`config.mk`:
```
export PLATFORM = sky130hd
export DESIGN_NAME = return_stack_ctrl
export DESIGN_NICKNAME = d
export VERILOG_FILES = /design/src/rtl/return_stack_ctrl.sv
export SDC_FILE = /design/constraint.sdc
export NUM_CORES = 1
export LEC_CHECK = 0
export ABC_CLOCK_PERIOD_IN_PS = 3400
export BUFFER_PORTS_ARGS = -buffer_cell sky130_fd_sc_hd__clkbuf_2
export CORE_MARGIN = 1
export CORE_UTILIZATION = 51
export DETAILED_ROUTE_END_ITERATION = 8
export GPL_ROUTABILITY_DRIVEN = 0
export HOLD_SLACK_MARGIN = 0.05
export PLACE_DENSITY_LB_ADDON = 0.1
export SYNTH_ARGS = -nofsm -noshare
export SYNTH_HDL_FRONTEND = slang
export SYNTH_SLANG_ARGS = --single-unit
```
`constraint.sdc`:
```
create_clock -name clk -period 3.4 [get_ports clk]
set_clock_uncertainty 0.1 [all_clocks]
set_input_delay 0.68 -clock clk [delete_from_list [all_inputs] [get_ports clk]]
set_output_delay 0.68 -clock clk [all_outputs]
set_load 0.02 [all_outputs]
```
`src/rtl/return_stack_ctrl.sv`:
```
// return_stack_ctrl: call/ret/flush sequencer for an external LIFO; RSC_STICKY_ERR_EN makes overflow/underflow sticky
module return_stack_ctrl #(
  parameter int WIDTH    = 8,
  parameter int CAPACITY = 8,
  parameter int CNT_W    = 4
) (
  input  logic             clk,
  input  logic             rst,
  input  logic             call,
  input  logic [WIDTH-1:0] call_addr,
  input  logic             ret,
  input  logic             flush,
  output logic             ready,
  output logic             ret_valid,
  output logic [WIDTH-1:0] ret_addr,
  output logic [CNT_W-1:0] depth,
  output logic             overflow,
  output logic             underflow,
  output logic             stk_push,
  output logic             stk_pop,
  output logic [WIDTH-1:0] stk_wdata,
  input  logic [WIDTH-1:0] stk_rdata
);
`ifdef RSC_STICKY_ERR_EN
  localparam bit STICKY = 1'b1;
`else
  localparam bit STICKY = 1'b0;
`endif
  localparam logic [CNT_W-1:0] CAP = CNT_W'(CAPACITY);
  localparam logic [CNT_W-1:0] ONE = CNT_W'(1);
  typedef enum logic [2:0] {IDLE, PUSH, POP, SWAP_PUSH, FLUSH} state_t;
  state_t state, state_n;
  logic [CNT_W-1:0] depth_n;
  logic [WIDTH-1:0] ret_addr_n, stk_wdata_n;
  logic ret_valid_n, overflow_n, underflow_n, stk_push_n, stk_pop_n;
  logic empty, full;
  assign empty = depth == '0;
  assign full  = depth == CAP;
  always_ff @(posedge clk) begin
    if (rst) begin
      state     <= IDLE;
      ready     <= 1'b1;
      depth     <= '0;
      ret_valid <= 1'b0;
      ret_addr  <= '0;
      overflow  <= 1'b0;
      underflow <= 1'b0;
      stk_push  <= 1'b0;
      stk_pop   <= 1'b0;
      stk_wdata <= '0;
    end else begin
      state     <= state_n;
      ready     <= state_n == IDLE;
      depth     <= depth_n;
      ret_valid <= ret_valid_n;
      ret_addr  <= ret_addr_n;
      overflow  <= overflow_n;
      underflow <= underflow_n;
      stk_push  <= stk_push_n;
      stk_pop   <= stk_pop_n;
      stk_wdata <= stk_wdata_n;
    end
  end
  always_comb begin
    state_n = IDLE;
    unique case (state)
      IDLE:      state_n = flush ? FLUSH : (call && ret) ? SWAP_PUSH :
                           ret ? (empty ? IDLE : POP) : call ? (full ? IDLE : PUSH) : IDLE;
      SWAP_PUSH: state_n = PUSH;
      FLUSH:     state_n = empty ? IDLE : FLUSH;
      default:   state_n = IDLE;
    endcase
  end
  // the tail-replace address rides in stk_wdata from accept until the SWAP_PUSH strobe
  always_comb begin
    depth_n     = depth;
    ret_addr_n  = ret_addr;
    stk_wdata_n = stk_wdata;
    ret_valid_n = 1'b0;
    stk_push_n  = 1'b0;
    stk_pop_n   = 1'b0;
    overflow_n  = STICKY & overflow;
    underflow_n = STICKY & underflow;
    unique case (state)
      IDLE: begin
        if (flush) begin
          stk_pop_n   = !empty;
          depth_n     = empty ? depth : depth - ONE;
          overflow_n  = 1'b0;
          underflow_n = 1'b0;
        end else if (ret) begin
          underflow_n = empty | underflow_n;
          ret_valid_n = !empty;
          stk_pop_n   = !empty;
          ret_addr_n  = empty ? ret_addr : stk_rdata;
          depth_n     = empty ? depth : depth - ONE;
          stk_wdata_n = call ? call_addr : stk_wdata;
        end else if (call) begin
          overflow_n  = full | overflow_n;
          stk_push_n  = !full;
          stk_wdata_n = full ? stk_wdata : call_addr;
          depth_n     = full ? depth : depth + ONE;
        end
      end
      SWAP_PUSH: begin
        stk_push_n = 1'b1;
        depth_n    = depth + ONE;
      end
      FLUSH: begin
        stk_pop_n = !empty;
        depth_n   = empty ? depth : depth - ONE;
      end
      default: ;
    endcase
  end
endmodule

```
==> impl_table.tex, run 1 <==
\begin{tabular}{lr}
\hline
Metric & Value \\
\hline
\multicolumn{2}{l}{\textbf{Synthesis}} \\
\quad Mapped cell area & about 1200 µm² \\
\quad Synthesized area per cell & around 9.4 µm² \\
\quad Count of unique library cells instantiated by Yosys & 34 \\
\quad Number of warning messages in the yosys log & 0 \\
\quad Yosys reg bits & 29 \\
\quad Net count of the mapped netlist & $\sim$150 \\
\quad Sequential cell area fraction in the yosys report & a little under half \\
\quad Post-synthesis cell count & between 100 and 150 \\
\quad Proportion of netlist area held by the largest area contributor & between 40\% and 50\% \\
\quad Post-synth top area cell & dfxtp\_1 \\
\quad Largest cells by area after synthesis & dfxtp\_1 47\%, mux2i\_1 13\%, nor2\_1 8.5\% \\
\multicolumn{2}{l}{\textbf{Global route}} \\
\quad Met1 layer usage reported by global route & approximately 22\% \\
\quad Via count of the first global-routing pass & 1000 \\
\quad Peak-usage layer in the global routing report & met2 \\
\quad Pin count of the biggest net entering global routing & 27 \\
\quad Number of antenna violations at the first check in global routing & 0 \\
\quad Met3 demand-to-capacity share in global routing & under 10\% \\
\quad Total track usage & between 20\% and 30\% \\
\quad Global routing met2 resource utilization & a little under two fifths \\
\quad Total overflow reported by the global router & 0 \\
\quad Wire length of the first global-routing pass & roughly 4000 µm \\
\multicolumn{2}{l}{\textbf{Min path}} \\
\quad Hold Crit Start & stk\_wdata[7] \\
\quad Cell depth of the worst hold path & 2 \\
\quad Capture endpoint of the worst hold path & stk\_wdata[7] \\
\quad Hold Path Class & flip-flop to flip-flop \\
\multicolumn{2}{l}{\textbf{Layout}} \\
\quad Count of fill cells added during filler insertion & 200 \\
\quad Share of layout cells above drive strength 1 & between 30\% and 40\% \\
\quad Fin cells & 209 \\
\quad Syn-to-layout area delta & 24.5\% \\
\quad Antenna diode instance count & 0 \\
\quad Final net count & a little over 200 \\
\multicolumn{2}{l}{\textbf{Routing}} \\
\quad Drt first-iter violations & 27 \\
\quad Detailed-routing iteration count for the pre-antenna-repair pass & 4 \\
\quad Per-cell via count in the routed design & 5.36 \\
\quad Post-Route WL & 2580 µm \\
\quad DRC errors left & 0 \\
\quad Via Count & 1121 \\
\quad Per-cell routed wire length & between 10 and 15 µm \\
\quad Remaining antenna violation count after routing & 0 \\
\multicolumn{2}{l}{\textbf{Power and ir drop}} \\
\quad Combinational cell fraction of total power & between 30 and 40\% \\
\quad Total Power & approximately 1 mW \\
\quad Clock power frac & around a fifth \\
\quad Share of power burned in registers & 43.9\% \\
\quad Largest voltage drop on the vdd net & between 0.0004 and 0.0005 V \\
\quad Psw & 0.372 mW \\
\quad Static Leakage & a little under 0.8 nW \\
\quad Power per Cell Area & $\sim$640 nW/µm² \\
\quad Internal power summed over all cells & slightly above 0.6 mW \\
\quad Sw Ratio & a little under two fifths \\
\multicolumn{2}{l}{\textbf{Worst setup path}} \\
\quad Worst setup path category & flip-flop to flip-flop \\
\quad Worst Path Required & 3520 ps \\
\quad Critical Path Source Type & flip-flop \\
\quad Endpoint of the most critical register-to-register path & depth[0] \\
\quad Register-to-Register Setup Slack & approximately 1300 ps \\
\quad Data arrival, critical path & roughly 2300 ps \\
\quad Sort of element at the end of the critical path & flip-flop \\
\quad Maximum fanout count along the critical path & 6 \\
\quad Origin of the critical flop-to-flop path & depth[0] \\
\quad Worst-case reg-to-reg path depth & 7 \\
\multicolumn{2}{l}{\textbf{Timing}} \\
\quad Fmax & 466 MHz \\
\quad Crit path time final & 2150 ps \\
\quad Actual transition at the worst max-transition pin & roughly 570 ps \\
\quad Total count of max-transition violations in the final report & 0 \\
\quad Final hold vios & 0 \\
\quad Fin Setup TNS & 0 ps \\
\quad Part of the cycle the worst path needs & 63.1\% \\
\quad Unrepaired setup endpoints after global routing & false \\
\quad Finish-stage setup viols & 0 \\
\quad Worst-case headroom to the max-slew limit & between 60\% and 70\% \\
\multicolumn{2}{l}{\textbf{Place}} \\
\quad \# port buffers & 46 \\
\quad Final HPWL from detailed placement & 1920 µm \\
\quad Placed Instances & between 200 and 250 \\
\multicolumn{2}{l}{\textbf{Status}} \\
\quad Run status & completed \\
\multicolumn{2}{l}{\textbf{Clock network}} \\
\quad Deepest level of the CTS H-tree & 2 \\
\quad Count of instances resized after the clock tree is built & 0 \\
\quad Hold buffer count at cts & 0 \\
\quad Maximum buffer depth of the clock tree & 2 \\
\quad Worst-path clk slew & 90 ps \\
\quad Clock root cell & clkbuf\_4 \\
\quad CTS tree & yes \\
\quad Later-pin clock latency in the skew report & about 320 ps \\
\quad CTS buffer count & 5 \\
\quad Sink Count & 29 \\
\quad Number of buffers added for setup after CTS & 0 \\
\multicolumn{2}{l}{\textbf{Die}} \\
\quad Row count & 17 \\
\quad Die ar. & between 2000 and 3000 µm² \\
\quad Die boundary width & between 50 and 60 µm \\
\quad Starting density of the core & 54.8\% \\
\quad Die boundary height & about 51 µm \\
\quad Count of boundary I/O pins & 47 \\
\quad Area of the core & 2250 µm² \\
\multicolumn{2}{l}{\textbf{Run}} \\
\quad Number of maximum-capacitance constraint violations & 0 \\
\hline
\end{tabular}
==> logic make-up (layout without fill, tap and decap cells) <==
group / after synthesis / in the layout / share of synthesized area [%]
simple gates: 49 / 49 / 19.0
mux: 17 / 17 / 13.9
buf+inv: 10 / 60 / 3.24
fa+ha+maj: 2 / 2 / 2.02
flops: 29 / 29 / 47.0
compound gates: 24 / 24 / 14.9
==> power groups by stage <==
stage          clock network [mW]  logic (mW)  registers [mW]
4_1_cts                     0.201       0.360           0.433
2_1_floorplan                   0       0.213           0.485
3_3_place_gp                    0       0.355           0.438
6_report                    0.195       0.359           0.433
3_5_place_dp                    0       0.359           0.441
5_1_grt                     0.212       0.395           0.441
==> critical path, cell delays in order, from the launching register on <==
cell and delay, ps:
dfxtp_1 450, inv_1 120, ha_1 260, nand3b_1 190, a21oi_1 100, o31a_2 330, a21oi_1 150, mux2_2 340
==> how the worst max path moves through the flow <==
stage | slack, ps | start | endpoint | depth (start not counted)
after global placement | 1230 | flush | ret_addr[7] | 5
after global routing | 1110 | depth[1] | depth[0] | 7
after detailed placement | 1210 | flush | ret_addr[3] | 5
final | 1250 | depth[0] | depth[0] | 7
after floorplan | 1310 | depth[0] | depth[0] | 7
after CTS | 1270 | depth[0] | depth[0] | 7
==> flip-flops by register name (all words and copies together), names as in the netlist <==
register,flops
depth,4
stk_pop,1
overflow,1
state,3
stk_wdata,8
ready,1
ret_addr,8
ret_valid,1
stk_push,1
underflow,1
==> stage by stage <==
| stage | hold WS, ps | worst slack (ps) | cell area (µm²) | util (%) |
|---|---|---|---|---|
| after floorplan | 490 | 1310 | 1240 | - |
| final | 398 | 1250 | 1540 | 68.3 |
| after global placement | 375 | 1230 | 1490 | 66.0 |
| after global routing | 431 | 1110 | 1540 | 68.3 |
| after CTS | 410 | 1270 | 1540 | 68.3 |
| after detailed placement | 389 | 1210 | 1490 | 66.0 |
==> Yosys cell counts <==
library cell / instances
nor2b_1: 2
o21ai_0: 1
o2111ai_1: 1
a22o_1: 1
a311o_1: 2
ha_1: 2
nand3_1: 2
nor3_1: 2
nand4_1: 2
mux2i_1: 16
dfxtp_1: 29
nand2b_1: 3
o221ai_1: 1
nor2_1: 28
a2bb2oi_1: 1
a21oi_1: 10
clkbuf_1: 3
o32a_4: 1
or2_2: 1
a22oi_1: 1
or3_4: 1
o31a_2: 1
o31a_1: 2
nor2_2: 1
o21bai_1: 1
or3_1: 1
a311oi_1: 1
inv_1: 5
nand3b_1: 1
nand2_1: 1
mux2_2: 1
nor4_1: 2
buf_2: 2
and3_1: 2
==> cells in the final DEF, fill, tap and decap left out, types with 2 or more instances in the layout <==
| cell | netlist | layout |
|---|---|---|
| nand4_1 | 2 | 2 |
| a311o_1 | 2 | 2 |
| a21oi_1 | 10 | 10 |
| inv_1 | 5 | 5 |
| nand2b_1 | 3 | 3 |
| clkbuf_2 | 0 | 46 |
| clkbuf_4 | 0 | 5 |
| mux2i_1 | 16 | 16 |
| nor3_1 | 2 | 2 |
| and3_1 | 2 | 2 |
| nor2b_1 | 2 | 2 |
| o31a_1 | 2 | 2 |
| dfxtp_1 | 29 | 29 |
| nor2_1 | 28 | 28 |
| clkinv_2 | 0 | 2 |
| nand3_1 | 2 | 2 |
| nor4_1 | 2 | 2 |
| ha_1 | 2 | 2 |
==> final cells by class <==
type,instances,area [µm²],share of cell area (%)
inverter,5,18.8,1.22
multi-input combinational,92,616,40.0
clock buffer,6,41.3,2.68
tap,28,35.0,2.28
sequential,29,581,37.7
timing repair buffer,47,238,15.4
clock inverter,2,10.0,0.650
==> metal layers <==
metal	vias up	share of wire, %
met5	-	0
met4	0	0.54
met2	42	51
met3	2	6.0
li1	564	-
met1	513	43
No activity file was read; power rests on OpenSTA's default activity.
==> run 2: changes to the inputs <==
--- a/config.mk
+++ b/config.mk
@@ -5,10 +5,10 @@
 export SDC_FILE = /design/constraint.sdc
 export NUM_CORES = 1
 export LEC_CHECK = 0
-export ABC_CLOCK_PERIOD_IN_PS = 3400
+export ABC_CLOCK_PERIOD_IN_PS = 2080
 export BUFFER_PORTS_ARGS = -buffer_cell sky130_fd_sc_hd__clkbuf_2
 export CORE_MARGIN = 1
-export CORE_UTILIZATION = 51
+export CORE_UTILIZATION = 47
 export DETAILED_ROUTE_END_ITERATION = 8
 export GPL_ROUTABILITY_DRIVEN = 0
 export HOLD_SLACK_MARGIN = 0.05
==> constraint.sdc (replaced) <==
create_clock -name clk -period 2.08 [get_ports clk]
set_clock_uncertainty 0.1 [all_clocks]
set_input_delay 0.416 -clock clk [delete_from_list [all_inputs] [get_ports clk]]
set_output_delay 0.416 -clock clk [all_outputs]
set_load 0.02 [all_outputs]
==> impl_table.tex, run 2 (synthesis gave the netlist of run 1 again) <==
\begin{tabular}{lr}
\hline
Metric & Value \\
\hline
\multicolumn{2}{l}{\textbf{Global route}} \\
\quad Wire length of the first global-routing pass & 4010 µm (-0.35\%) \\
\quad Total track usage & 20.0\% (-1.1 points) \\
\quad Number of antenna violations at the first check in global routing & 0 (unchanged) \\
\quad Pin count of the biggest net entering global routing & 20 (-26\%) \\
\quad Via count of the first global-routing pass & 968 (-3.2\%) \\
\quad Total overflow reported by the global router & 0 (unchanged) \\
\multicolumn{2}{l}{\textbf{Routing}} \\
\quad Per-cell routed wire length & 12.0 µm (-2.7\%) \\
\quad DRC errors left & 0 (unchanged) \\
\quad Drt first-iter violations & 43 (+59\%) \\
\quad Remaining antenna violation count after routing & 0 (unchanged) \\
\quad Post-Route WL & 2570 µm (-0.35\%) \\
\quad Detailed-routing iteration count for the pre-antenna-repair pass & 6 (+2) \\
\quad Per-cell via count in the routed design & 5.37 (+0.10\%) \\
\quad Via Count & 1149 (+2.5\%) \\
\multicolumn{2}{l}{\textbf{Place}} \\
\quad Post-Place Worst Slack & 125 ps (-1080 ps) \\
\quad Final HPWL from detailed placement & 1930 µm (+0.27\%) \\
\quad \# port buffers & 46 (unchanged) \\
\multicolumn{2}{l}{\textbf{Run}} \\
\quad Number of maximum-capacitance constraint violations & 0 (unchanged) \\
\multicolumn{2}{l}{\textbf{Die}} \\
\quad Die ar. & 2840 µm² (+8.2\%) \\
\quad Starting density of the core & 49.9\% (-4.9 points) \\
\quad Row count & 18 (+1) \\
\quad Area of the core & 2480 µm² (+9.9\%) \\
\quad Die boundary width & 53.3 µm (+4.0\%) \\
\quad Count of boundary I/O pins & 47 (unchanged) \\
\quad Die boundary height & 53.3 µm (+4.0\%) \\
\multicolumn{2}{l}{\textbf{Timing}} \\
\quad Crit path time final & 1960 ps (-184 ps) \\
\quad Unrepaired setup endpoints after global routing & false \\
\quad Total count of max-transition violations in the final report & 0 (unchanged) \\
\quad Fmax & 510 MHz (+9.4\%) \\
\quad Worst-case headroom to the max-slew limit & 80.7\% (+19 points) \\
\quad Final hold vios & 0 (unchanged) \\
\quad Post-layout worst setup margin & 119 ps (-1140 ps) \\
\quad Fin Setup TNS & 0 ps (unchanged) \\
\quad Part of the cycle the worst path needs & 94.3\% (+31 points) \\
\quad Actual transition at the worst max-transition pin & 288 ps (-278 ps) \\
\quad Finish-stage setup viols & 0 (unchanged) \\
\multicolumn{2}{l}{\textbf{Worst setup path}} \\
\quad Critical Path Source Type & flip-flop \\
\quad Sort of element at the end of the critical path & flip-flop \\
\quad Maximum fanout count along the critical path & 6 (unchanged) \\
\quad Chain of cells forming the critical path & inv\_1 > ha\_1 > nand3b\_1 > a21oi\_1 > o31a\_2 > a21oi\_1 > mux2\_2 \\
\quad Standard cell with the maximum stage delay on the critical path & dfxtp\_2 \\
\quad Worst setup path category & flip-flop to flip-flop \\
\quad Most common cell type on the critical path & a21oi\_1 \\
\quad Data arrival, critical path & 2080 ps (-180 ps) \\
\quad Worst Path Required & 2200 ps (-1320 ps) \\
\quad Register-to-Register Setup Slack & 120 ps (-1140 ps) \\
\quad Delay of the slowest critical-path stage & 390 ps (-60 ps) \\
\multicolumn{2}{l}{\textbf{Layout}} \\
\quad Leading cell type in the layout, fill and taps excluded & clkbuf\_2 \\
\quad Share of layout cells above drive strength 1 & 35.3\% (+2.2 points) \\
\quad Most frequent cells in the layout & 46 x clkbuf\_2, 28 x nor2\_1, 27 x dfxtp\_1 \\
\quad Final net count & 206 (+1.5\%) \\
\quad Syn-to-layout area delta & 26.7\% \\
\quad End-of-flow core utilization & 63.2\% (-5.0 points) \\
\quad Antenna diode instance count & 0 (unchanged) \\
\quad Count of fill cells added during filler insertion & 224 (+12\%) \\
\quad Largest registers & ret\_addr: 8 flops, stk\_wdata: 8 flops, depth: 4 flops \\
\multicolumn{2}{l}{\textbf{Clock network}} \\
\quad Clock root cell & clkbuf\_4 \\
\quad Hold buffer count at cts & 0 (unchanged) \\
\quad Maximum buffer depth of the clock tree & 2 (unchanged) \\
\quad Count of instances resized after the clock tree is built & 0 (unchanged) \\
\quad CTS tree & yes \\
\quad Sink Count & 29 (unchanged) \\
\quad Deepest level of the CTS H-tree & 2 (unchanged) \\
\quad CTS buffer count & 5 (unchanged) \\
\quad Later-pin clock latency in the skew report & 320 ps (about the same) \\
\quad Worst-path clk slew & 90 ps (about the same) \\
\multicolumn{2}{l}{\textbf{Power and ir drop}} \\
\quad Largest voltage drop on the vdd net & 0.000719 V (+59\%) \\
\quad Static Leakage & 0.810 nW (+1.7\%) \\
\quad Power per Cell Area & 1040 nW/µm² (+62\%) \\
\multicolumn{2}{l}{\textbf{Min path}} \\
\quad Hold Path Class & input pin to flip-flop \\
\multicolumn{2}{l}{\textbf{Status}} \\
\quad Run status & completed \\
\hline
\end{tabular}
## run 2: cell types whose count changed in the layout (fill, tap and decap cells not counted), sizes merged
cell | previous run | this run
buf | 1 | 4
## run 2: repair_timing
item / 4_1_cts / 5_1_grt
buffers inserted: 0 / 1
endpoints found under the hold margin: 0 / 0
setup endpoints to repair: 0 / 6
## run 2: final timing paths
kind,from,endpoint,cells past startpoint
setup / recovery,depth[0],depth[0],7
hold / removal,call_addr[4],stk_wdata[4],3
setup reg to reg,depth[0],depth[0],7
hold reg to reg,ret_addr[6],ret_addr[6],2
## run 2: area by class of cell
| cell class | instances | area [µm²] | share of cell area (%) |
|---|---|---|---|
| clock buffer | 6 | 41.3 | 2.64 |
| clock inverter | 2 | 10.0 | 0.639 |
| sequential | 29 | 583 | 37.2 |
| tap | 30 | 37.5 | 2.40 |
| timing repair buffer | 50 | 260 | 16.6 |
| inverter | 5 | 18.8 | 1.20 |
| multi-input combinational | 92 | 616 | 39.3 |
## run 2: layer usage
layer / global-route usage, % / vias up / wire length [µm]
met4: 6.58 / 0 / 37
met5: 0 / - / 0
met2: 31.9 / 45 / 1210
met1: 22.8 / 527 / 1150
met3: 10.3 / 5 / 182
li1: - / 572 / -
## run 2: power breakdown
part | switching (mW) | leakage [nW] | internal [mW] | total [mW]
logic | 0.345 | 0.540 | 0.258 | 0.603
clock network | 0.191 | 0.0320 | 0.128 | 0.319
registers | 0.0747 | 0.237 | 0.636 | 0.711
## run 2: through the flow
| stage | cell area, µm² | cells | hold WS, ps | total power, mW |
|---|---|---|---|---|
| after global placement | 1510 | 205 | 375 | 1.31 |
| final | 1570 | 214 | 223 | 1.63 |
| after detailed placement | 1510 | 205 | 384 | 1.32 |
| after CTS | 1560 | 213 | 212 | 1.64 |
| after floorplan | 1240 | 131 | 433 | 1.15 |
| after global routing | 1570 | 214 | 199 | 1.75 |
## run 2: critical path, delay by kind of cell, from the launching register on
| family | cells | cell delay [ps] |
|---|---|---|
| muxes | 1 | 340 |
| and+or+nand+nor | 1 | 130 |
| AOI/OAI and AO/OA | 3 | 550 |
| DFF | 1 | 390 |
| adders and majority gates | 1 | 250 |
| buffers and inverters | 1 | 100 |
==> run 3: changes to the inputs <==
--- a/config.mk
+++ b/config.mk
@@ -5,10 +5,10 @@
 export SDC_FILE = /design/constraint.sdc
 export NUM_CORES = 1
 export LEC_CHECK = 0
-export ABC_CLOCK_PERIOD_IN_PS = 2080
+export ABC_CLOCK_PERIOD_IN_PS = 2400
 export BUFFER_PORTS_ARGS = -buffer_cell sky130_fd_sc_hd__clkbuf_2
 export CORE_MARGIN = 1
-export CORE_UTILIZATION = 47
+export CORE_UTILIZATION = 51
 export DETAILED_ROUTE_END_ITERATION = 8
 export GPL_ROUTABILITY_DRIVEN = 0
 export HOLD_SLACK_MARGIN = 0.05
==> constraint.sdc (replaced) <==
create_clock -name clk -period 2.4 [get_ports clk]
set_clock_uncertainty 0.1 [all_clocks]
set_input_delay 0.48 -clock clk [delete_from_list [all_inputs] [get_ports clk]]
set_output_delay 0.48 -clock clk [all_outputs]
set_load 0.02 [all_outputs]
==> impl_table.tex, run 3 (synthesis gave the netlist of run 1 again) <==
\begin{tabular}{lr}
\hline
Metric & Value \\
\hline
\multicolumn{2}{l}{\textbf{Timing}} \\
\quad Final hold vios & 0 (unchanged) \\
\quad Crit path time final & 2150 ps (+192 ps) \\
\quad Post-layout worst setup margin & 246 ps (+128 ps) \\
\quad Part of the cycle the worst path needs & 89.7\% (-4.6 points) \\
\quad Actual transition at the worst max-transition pin & 506 ps (+218 ps) \\
\quad Unrepaired setup endpoints after global routing & false \\
\quad Worst-case headroom to the max-slew limit & 66.3\% (-14 points) \\
\quad Total count of max-transition violations in the final report & 0 (unchanged) \\
\quad Fmax & 464 MHz (-8.9\%) \\
\quad Post-route worst hold slack & 290 ps (+67.1 ps) \\
\quad Fin Setup TNS & 0 ps (unchanged) \\
\quad Finish-stage setup viols & 0 (unchanged) \\
\multicolumn{2}{l}{\textbf{Place}} \\
\quad Post-Place Worst Slack & 276 ps (+151 ps) \\
\quad Placed Instances & 202 (-1.5\%) \\
\quad Final HPWL from detailed placement & 1840 µm (-4.3\%) \\
\quad \# port buffers & 46 (unchanged) \\
\multicolumn{2}{l}{\textbf{Layout}} \\
\quad Leading cell type in the layout, fill and taps excluded & clkbuf\_2 \\
\quad Largest registers & ret\_addr: 8 flops, stk\_wdata: 8 flops, depth: 4 flops \\
\quad Final net count & 204 (-0.97\%) \\
\quad Count of fill cells added during filler insertion & 181 (-19\%) \\
\quad Fin cells & 209 (-2.3\%) \\
\quad Antenna diode instance count & 0 (unchanged) \\
\quad Most frequent cells in the layout & 46 x clkbuf\_2, 29 x dfxtp\_1, 28 x nor2\_1 \\
\quad Share of layout cells above drive strength 1 & 33.1\% (-2.2 points) \\
\quad Syn-to-layout area delta & 25.4\% \\
\quad End-of-flow core utilization & 68.8\% (+5.5 points) \\
\multicolumn{2}{l}{\textbf{Die}} \\
\quad Die ar. & 2630 µm² (-7.5\%) \\
\quad Count of boundary I/O pins & 47 (unchanged) \\
\quad Starting density of the core & 54.8\% (+4.9 points) \\
\quad Die boundary width & 51.2 µm (-3.8\%) \\
\quad Die boundary height & 51.2 µm (-3.8\%) \\
\quad Area of the core & 2250 µm² (-9.0\%) \\
\quad Row count & 17 (-1) \\
\multicolumn{2}{l}{\textbf{Global route}} \\
\quad Total overflow reported by the global router & 0 (unchanged) \\
\quad Wire length of the first global-routing pass & 4000 µm (-0.32\%) \\
\quad Via count of the first global-routing pass & 964 (-0.41\%) \\
\quad Total track usage & 21.0\% (+1.0 points) \\
\quad Pin count of the biggest net entering global routing & 27 (+35\%) \\
\quad Number of antenna violations at the first check in global routing & 0 (unchanged) \\
\multicolumn{2}{l}{\textbf{Routing}} \\
\quad Post-Route WL & 2510 µm (-2.5\%) \\
\quad Remaining antenna violation count after routing & 0 (unchanged) \\
\quad Per-cell via count in the routed design & 5.39 (+0.43\%) \\
\quad Detailed-routing iteration count for the pre-antenna-repair pass & 4 (-2) \\
\quad Drt first-iter violations & 24 (-44\%) \\
\quad Per-cell routed wire length & 12.0 µm (-0.15\%) \\
\quad DRC errors left & 0 (unchanged) \\
\quad Via Count & 1127 (-1.9\%) \\
\multicolumn{2}{l}{\textbf{Clock network}} \\
\quad Deepest level of the CTS H-tree & 2 (unchanged) \\
\quad Clock root cell & clkbuf\_4 \\
\quad Hold buffer count at cts & 0 (unchanged) \\
\quad Count of instances resized after the clock tree is built & 0 (unchanged) \\
\quad Later-pin clock latency in the skew report & 310 ps (about the same) \\
\quad CTS buffer count & 5 (unchanged) \\
\quad Maximum buffer depth of the clock tree & 2 (unchanged) \\
\quad Number of buffers added for setup after CTS & 0 (unchanged) \\
\quad Worst-path clk slew & 80 ps (about the same) \\
\quad CTS tree & yes \\
\quad Sink Count & 29 (unchanged) \\
\multicolumn{2}{l}{\textbf{Power and ir drop}} \\
\quad Sw Ratio & 36.4\% (-0.98 points) \\
\quad Largest voltage drop on the vdd net & 0.000597 V (-17\%) \\
\quad Share of power burned in registers & 43.3\% (-0.2 points) \\
\quad Psw & 0.517 mW (-15\%) \\
\quad Clock power frac & 20.4\% (+0.8 points) \\
\quad Combinational cell fraction of total power & 36.4\% (-0.5 points) \\
\quad Internal power summed over all cells & 0.903 mW (-12\%) \\
\quad Static Leakage & 0.799 nW (-1.3\%) \\
\quad Power per Cell Area & 916 nW/µm² (-12\%) \\
\multicolumn{2}{l}{\textbf{Status}} \\
\quad Run status & completed \\
\multicolumn{2}{l}{\textbf{Worst setup path}} \\
\quad Data arrival, critical path & 2260 ps (+180 ps) \\
\quad Delay of the slowest critical-path stage & 480 ps (+90 ps) \\
\quad Sort of element at the end of the critical path & flip-flop \\
\quad Chain of cells forming the critical path & inv\_1 > ha\_1 > nand3b\_1 > a21oi\_1 > o31a\_2 > a21oi\_1 > mux2\_2 \\
\quad Critical Path Source Type & flip-flop \\
\quad Most common cell type on the critical path & a21oi\_1 \\
\quad Worst Path Required & 2510 ps (+310 ps) \\
\quad Standard cell with the maximum stage delay on the critical path & dfxtp\_1 \\
\quad Maximum fanout count along the critical path & 8 (+2) \\
\quad Worst setup path category & flip-flop to flip-flop \\
\multicolumn{2}{l}{\textbf{Run}} \\
\quad Number of maximum-capacitance constraint violations & 0 (unchanged) \\
\multicolumn{2}{l}{\textbf{Min path}} \\
\quad Hold Path Class & input pin to flip-flop \\
\hline
\end{tabular}
-- run 3: cell count changes in the layout (fill, tap and decap cells not counted), sizes merged --
cell,change
clkbuf,+1
buf,-2
clkinv,-2
-- run 3: area by class of cell --
class | instances | area (µm²) | share of cell area [%]
multi-input combinational | 92 | 616 | 39.7
sequential | 29 | 581 | 37.4
timing repair buffer | 48 | 245 | 15.8
tap | 28 | 35.0 | 2.26
inverter | 5 | 18.8 | 1.21
clock buffer | 7 | 55.1 | 3.55
-- run 3: final timing paths --
check	startpoint	endpoint	slack [ps]	cells past startpoint
worst min-delay path	stk_rdata[1]	ret_addr[1]	290	3
worst max register to register	depth[1]	depth[0]	250	7
worst min register to register	ret_addr[2]	ret_addr[2]	400	2
worst max-delay path	depth[1]	depth[0]	250	7
-- run 3: per-layer routing --
layer / part of all wire, % / vias up / wire length [µm] / global-route usage [%]
li1: - / 568 / - / -
met1: 45 / 504 / 1120 / 24.4
met2: 46 / 49 / 1150 / 33.8
met3: 7.6 / 6 / 191 / 8.63
met4: 1.7 / 0 / 42 / 9.46
met5: 0 / - / 0 / 0
-- run 3: metrics by stage --
step                      power (mW)  cell area [µm²]
final                           1.42             1550
after global routing            1.51             1550
after floorplan                0.989             1240
after global placement          1.12             1500
after detailed placement        1.14             1500
after CTS                       1.42             1550
-- run 3: power groups by stage --
stage          Combinational (mW)  Sequential [mW]  Clock (mW)
3_3_place_gp                0.505            0.618           0
4_1_cts                     0.517            0.613       0.295
6_report                    0.516            0.614       0.289
2_1_floorplan               0.302            0.688           0
3_5_place_dp                0.514            0.624           0
5_1_grt                     0.568            0.623       0.315
-- run 3: critical path, delay by kind of cell (launching register included) --
family	cells	cell delay (ps)
compound gates	3	560
flops	1	480
fa+ha+maj	1	250
simple gates	1	200
buf+inv	1	120
mux	1	340
